$ cat config.mk
export PLATFORM = sky130hd
export DESIGN_NAME = fetch_redirect_ctrl
export DESIGN_NICKNAME = d
export VERILOG_FILES = /design/src/rtl/fetch_redirect_ctrl.sv
export SDC_FILE = /design/constraint.sdc
export NUM_CORES = 1
export LEC_CHECK = 0
export ABC_CLOCK_PERIOD_IN_PS = 1800
export CORE_MARGIN = 3
export CORE_UTILIZATION = 32
export CTS_BUF_LIST = sky130_fd_sc_hd__clkbuf_4 sky130_fd_sc_hd__clkbuf_8
export DETAILED_ROUTE_END_ITERATION = 12
export PLACE_DENSITY = 0.84
export SETUP_SLACK_MARGIN = 0.05
export SYNTH_ARGS = -nofsm -noshare
export SYNTH_HDL_FRONTEND = slang
export SYNTH_SLANG_ARGS = --single-unit
$ cat constraint.sdc
create_clock -name clk -period 1.8 [get_ports clk]
set_input_delay 0.18 -clock clk [delete_from_list [all_inputs] [get_ports clk]]
set_output_delay 0.18 -clock clk [all_outputs]
set_load 0.02 [all_outputs]
$ cat src/rtl/fetch_redirect_ctrl.sv
// fetch_redirect_ctrl: picks one fetch redirect per cycle and tracks in-flight icache reads
// so that responses belonging to a squashed path are flagged for discard.
module fetch_redirect_ctrl #(
    parameter logic [31:0] RESET_PC = 32'h1c000000,
    parameter int MAX_OUTSTANDING = 3
) (
    input  logic        clk,
    input  logic        rst,
    input  logic        excp_valid,
    input  logic [31:0] excp_target,
    input  logic        ertn_valid,
    input  logic [31:0] ertn_target,
    input  logic        bju_mispredict,
    input  logic [31:0] bju_target,
    input  logic [1:0]  bp_taken,
    input  logic [31:0] bp_target,
    input  logic        fb_full,
    input  logic        icache_fire,
    input  logic        icache_rvalid,
    output logic        pc_flush,
    output logic [31:0] pc_new_pc,
    output logic        pc_pause,
    output logic [1:0]  pc_taken_sure,
    output logic [31:0] pc_pre_addr,
    output logic        resp_drop
);
    typedef enum logic [1:0] {IDLE, FLUSH, DRAIN} state_t;
    localparam logic [1:0] MAX = 2'(MAX_OUTSTANDING);
    state_t state, state_next;
    logic [1:0] cnt, cnt_next, drop_cnt, drop_cnt_next;
    logic redirect_any, inc, dec;
    logic [31:0] target;
    assign redirect_any = excp_valid | ertn_valid | bju_mispredict;
    assign target = excp_valid ? excp_target : ertn_valid ? ertn_target : bju_target;
    // saturating counter: a fire at the cap or a return at zero is ignored
    assign inc = icache_fire && cnt != MAX;
    assign dec = icache_rvalid && cnt != 2'd0;
    assign cnt_next = cnt + {1'b0, inc} - {1'b0, dec};
    // a redirect marks every read still outstanding after this cycle as stale
    assign drop_cnt_next = redirect_any ? cnt_next : drop_cnt - {1'b0, resp_drop};
    always_ff @(posedge clk) begin
        if (rst) state <= IDLE;
        else     state <= state_next;
    end
    always_comb begin
        state_next = redirect_any ? FLUSH :
                     (state != IDLE && drop_cnt_next != 2'd0) ? DRAIN : IDLE;
    end
    always_comb begin
        resp_drop = icache_rvalid && drop_cnt != 2'd0;
        pc_pause = fb_full || cnt == MAX || state != IDLE || redirect_any;
        pc_taken_sure = pc_pause ? 2'b00 : bp_taken;
        pc_pre_addr = bp_target;
    end
    always_ff @(posedge clk) begin
        if (rst) begin
            cnt       <= 2'd0;
            drop_cnt  <= 2'd0;
            pc_flush  <= 1'b0;
            pc_new_pc <= RESET_PC;
        end else begin
            cnt      <= cnt_next;
            drop_cnt <= drop_cnt_next;
            pc_flush <= redirect_any;
            if (redirect_any) pc_new_pc <= target;
        end
    end
endmodule

[Word-level counts from Yosys, hierarchy flattened]
Cells that the tools add are included.
Storage, ports and cells
  register bits: 39
  bits of input ports: 138
  output and inout port bits: 69
  logic and storage cells: 31
Cells by class
  add/sub/neg operators: 3
  equality and inequality tests: 2
  muxes and demuxes: 6
  bitwise operators: 2
  reductions and logical operators: 12
Operators with widths (number)
  $mux W32: 2
  $reduce_bool A2 Y1: 4
  $mux W2: 3
  $logic_and A1 B1 Y1: 4
  $sub A2 B1 Y2: 2
  $logic_or A1 B1 Y1: 3
  $add A2 B1 Y2: 1
  $eq A2 B2 Y1 const B: 1
  $ne A2 B2 Y1 const B: 1
  $or A1 B1 Y1: 2
  $reduce_or A2 Y1: 1
  $mux W1: 1

[Logic depth before layout (Yosys ltp)]
  depth after elaboration: 9
  mapped depth: 8
  depth with buffers taken out: 8

[Worst setup path after synthesis]
No wires, ideal clock.
  path kind: flip-flop to flip-flop
  start point: reg cnt[1]
  end point: reg drop_cnt[1]
  setup time: 0.127 ns
  arrival: 1.356 ns
  required time: 1.673 ns
  path slack: 0.317 ns
  cell stages (with the launch flop): 8
  buffers on the path: 0
  clock period less this slack: 1.483 ns
  cells stage by stage: dfxtp_1 o21a_1 ha_1 inv_1 ha_1 xor2_1 xnor2_1 o22ai_1
Between the ends
  word-level cells in the longest chain between the ends: 5
  elaborated cells on any way between the ends: 7
  those cells by class: add/sub: 2; eq/ne: 1; mux: 1; reduce/logical: 3
Ends and longest elaborated chain
  start, declared: RTL line 30  | logic [1:0] cnt, cnt_next, drop_cnt, drop_cnt_next;
  start signal, assigned: RTL line 62  | cnt <= cnt_next;
  $ne A2 B2 Y1: RTL line 36  | assign inc = icache_fire && cnt != MAX;
  $logic_and A1 B1 Y1: RTL line 36
  $add A2 B1 Y2: RTL line 38  | assign cnt_next = cnt + {1'b0, inc} - {1'b0, dec};
  $sub A2 B1 Y2 (*): RTL line 38
  $mux W2 (*): RTL line 40  | assign drop_cnt_next = redirect_any ? cnt_next : drop_cnt - {1'b0, resp_drop};
  end signal, assigned: RTL line 63  | drop_cnt <= drop_cnt_next;
  end, declared: RTL line 30
Mark *: on every way between the ends. The rest lies on a longest branch, timed or not.
A chain may end at the register's enable or synchronous reset.

[Final worst setup path]
  start point: reg state[1]
  end point: out pc_taken_sure[0]
Between the ends
  word-level cells in the longest chain between the ends: 4
Ends and longest elaborated chain
  start, declared: RTL line 29  | state_t state, state_next;
  start signal, assigned: RTL line 43  | else state <= state_next;
  $reduce_bool A2 Y1: RTL line 51  | pc_pause = fb_full || cnt == MAX || state != IDLE || redirect_any;
  $logic_or A1 B1 Y1 (2 in series): RTL line 51
  $mux W2: RTL line 52  | pc_taken_sure = pc_pause ? 2'b00 : bp_taken;
  end, declared: RTL line 23  | output logic [1:0] pc_taken_sure,
No other way between the ends.

==> metrics.md <==
| Metric | Value |
|---|---|
| Met2 WL post-DR | `between 3000 and 4000 µm` |
| Cell breakdown of the critical path | `nor2_1 > and4b_1 > and2_1 > clkdlybuf4s15_1` |
| Fillers | `601` |
| Worst setup SP type | `flip-flop` |
| Die H | `89.38 µm` |
| Power Density | `approximately 700 nW/µm²` |
| Worst setup path class | `reg -> out` |
| CP bufs+invs | `1` |
| Initial detailed-routing violation count | `80` |
| Worst Path Required | `1.62 ns` |
| Fin area | `roughly 3600 µm²` |
| Crit-path max cell delay | `0.31 ns` |
| First-pass GRT wire length | `9528 µm` |
| Worst Setup End Kind | `primary output` |
| Fraction of registers with async set/reset | `0` |
| End of the worst hold path | `pc_pre_addr[14]` |
| Vias in the first global route | `between 2000 and 2500` |
| CTS tree | `yes` |
| Vias per cell | `4.809` |
| Die area | `between 7000 and 8000 µm²` |
| Worst hold stages | `0` |
| Fmax | `599.9 MHz` |
| Critical Path Slowest Stage Cell | `clkdlybuf4s15_1` |
| Status | `finished clean` |
| Peak supply drop | `between 0.0002 and 0.0003 V` |
| Placed cell areas | `3472 µm²` |
| Ant. Diodes | `0` |
| Final core utilization | `0.5471` |
| Starting Density | `0.3406` |
| Initial antenna violation count | `0` |
| CP top delay family | `simple AND/OR/NAND/NOR gates` |
| Latest clock arrival within the worst-skew pair | `0.28 ns` |
| M1 WL | `approximately 2300 µm` |
| Post-synthesis sequential area ratio | `0.3420` |
| Flip-flop and latch count after synthesis | `38` |
| GRT Residual Overflow | `0` |
| Remaining DRCs | `0` |
| Tightest Hold Check Type | `in -> out` |
| Rows | `29` |
| DP HPWL | `5294 µm` |
| Total power | `2.498 mW` |
| Layout cells sized above 1 | `0.07932` |
| Final net count | `493` |
| Area growth syn-to-layout | `60.63%` |
| Core area | `6531 µm²` |
| CTS root buffer | `clkbuf_8` |
| PortBufs | `~140` |
| Post-Syn Area per Cell | `9.155 µm²` |
| Post-CTS setup buffers | `0` |
| Syn nets | `384` |
| CTS clk-pin slew, worst paths | `0.07 ns` |
| Worst hold slack | `0.3600 ns` |
| Pins Over Slew Limit | `0` |
| Final hold vios | `0` |
| Commonest non-fill, non-tap cell in the layout | `clkdlybuf4s50_1` |
| Ports | `207` |
| Synth Warn # | `0` |
| Slew headroom | `0.7873` |
| Tightest Pin Transition | `0.3190 ns` |
| Largest net degree at the start of global routing | `41` |
| Routability cong. | `0.8081` |
| WL met3 | `821 µm` |
| Reg2Reg Depth | `7` |
| Main synth FF type | `dfxtp_1` |
| Max FO, Critical Path | `3` |
| Setup TNS | `0 ns` |
| TritonCTS buffer count | `5` |
| First-pass DRT Iterations | `4` |
| Global Route Usage Sum | `0.1562` |
| Hold Buf Count CTS | `0` |
| Drt wl/cell | `15.09 µm` |
| Placed cell count | `422` |
| Top Metal Used | `met4` |
| CTS max path bufs | `2` |
| Post-Place Setup Slack | `-0.1755 ns` |
| Worst hold start | `bp_target[14]` |
| RSZ-0062 raised after global routing | `no` |
| Die width | `89.38 µm` |
| CTS sink cnt | `38` |
| CP arrival | `~1.5 ns` |
| Via Count | `between 2000 and 2500` |
| RR Endpoint | `drop_cnt[1]` |
| Final worst slack | `0.1330 ns` |
| Final setup vio count | `0` |
| LEAKAGE | `1.490 nW` |
| Number of synthesized flops with an enable pin | `0` |
| Most frequent cells in the layout | `clkdlybuf4s50_1 (137), dfxtp_1 (38), mux2i_1 (32)` |
| Final clock skew | `just under 0.0005 ns` |
| Reg2reg start | `cnt[1]` |
| Critical path depth | `4` |
| Wirelength, routed | `6487 µm` |
| H-tree levels | `2` |
| Antenna viol nets, final | `0` |
| Synth Instances | `243` |
| Max Cap Viol | `0` |
| Syn Std Cell Area | `about 2200 µm²` |
| Final min period | `1.667 ns` |
| Period Utilization, post-route | `0.9261` |
| FF-to-FF setup slack | `around 0.17 ns` |
| Yosys cell types | `28` |
| Fin cells | `430` |
-- routing by layer --
metal / up-vias / track usage
li1: 1044 / -
met1: 896 / 0.1529
met2: 122 / 0.2960
met3: 6 / 0.07005
met4: 0 / 0.04060
met5: - / 0
-- synth_stat cells, drive strengths merged (2+ instances only) --
library cell | count | area share
a211oi | 2 | 0.0090
o21a | 2 | 0.0067
and2 | 2 | 0.0056
ha | 3 | 0.017
a22o | 29 | 0.11
a21oi | 3 | 0.0067
mux2 | 3 | 0.015
buf | 43 | 0.15
xnor2 | 2 | 0.0079
inv | 4 | 0.0067
clkbuf | 6 | 0.010
nand2 | 31 | 0.052
mux2i | 32 | 0.14
nor2 | 6 | 0.010
o21ai | 29 | 0.065
dfxtp | 38 | 0.34
-- final cells by class --
class | instances | area (µm²) | share of cell area
clock buffers | 7 | 90.09 | 0.02521
clock inverters | 1 | 5.005 | 0.001401
inverters | 4 | 15.01 | 0.004202
multi-input cells | 152 | 1104 | 0.3088
flip-flops and latches | 38 | 760.7 | 0.2129
well taps | 77 | 96.34 | 0.02696
repair buffers | 151 | 1503 | 0.4205
-- sequential cells by signal (all words and copies together) (netlist names) --
signal     flops
cnt            2
drop_cnt       2
pc_new_pc     32
state          2
-- worst max path at each step --
stage | startpoint | slack, ns | end
after floorplan | cnt[1] | 0.32 | drop_cnt[1]
after global placement | bju_mispredict | -0.09 | pc_taken_sure[1]
after detailed placement | bju_mispredict | -0.18 | pc_taken_sure[0]
after CTS | state[1] | 0.09 | pc_taken_sure[0]
after global routing | cnt[1] | 0.05 | drop_cnt[1]
final | state[1] | 0.13 | pc_taken_sure[0]
-- repair_timing --
action	4_1_cts	5_1_grt
endpoints found under the setup margin	3	3
resized for setup	3	3
pin swaps	0	0
-- cell families (layout without fill, tap and decap cells) --
logic type | after synthesis | after routing | share of synthesized area
AOI/OAI and AO/OA | 66 | 66 | 0.2047
xor gates and xnor gates | 3 | 3 | 0.01181
adders and majority gates | 3 | 3 | 0.01687
buffers and inverters | 53 | 163 | 0.1693
DFF | 38 | 38 | 0.3420
muxes | 35 | 35 | 0.1592
and+or+nand+nor | 45 | 45 | 0.09618
-- power breakdown --
group | total, mW | switching (mW) | internal, mW | leakage [nW]
registers | 1.00 | 0.0590 | 0.941 | 0.315
logic | 0.895 | 0.374 | 0.521 | 1.12
clock network | 0.603 | 0.279 | 0.324 | 0.0517
total | 2.50 | 0.712 | 1.79 | 1.49
Note: power is estimated with default switching activity, not from simulation.
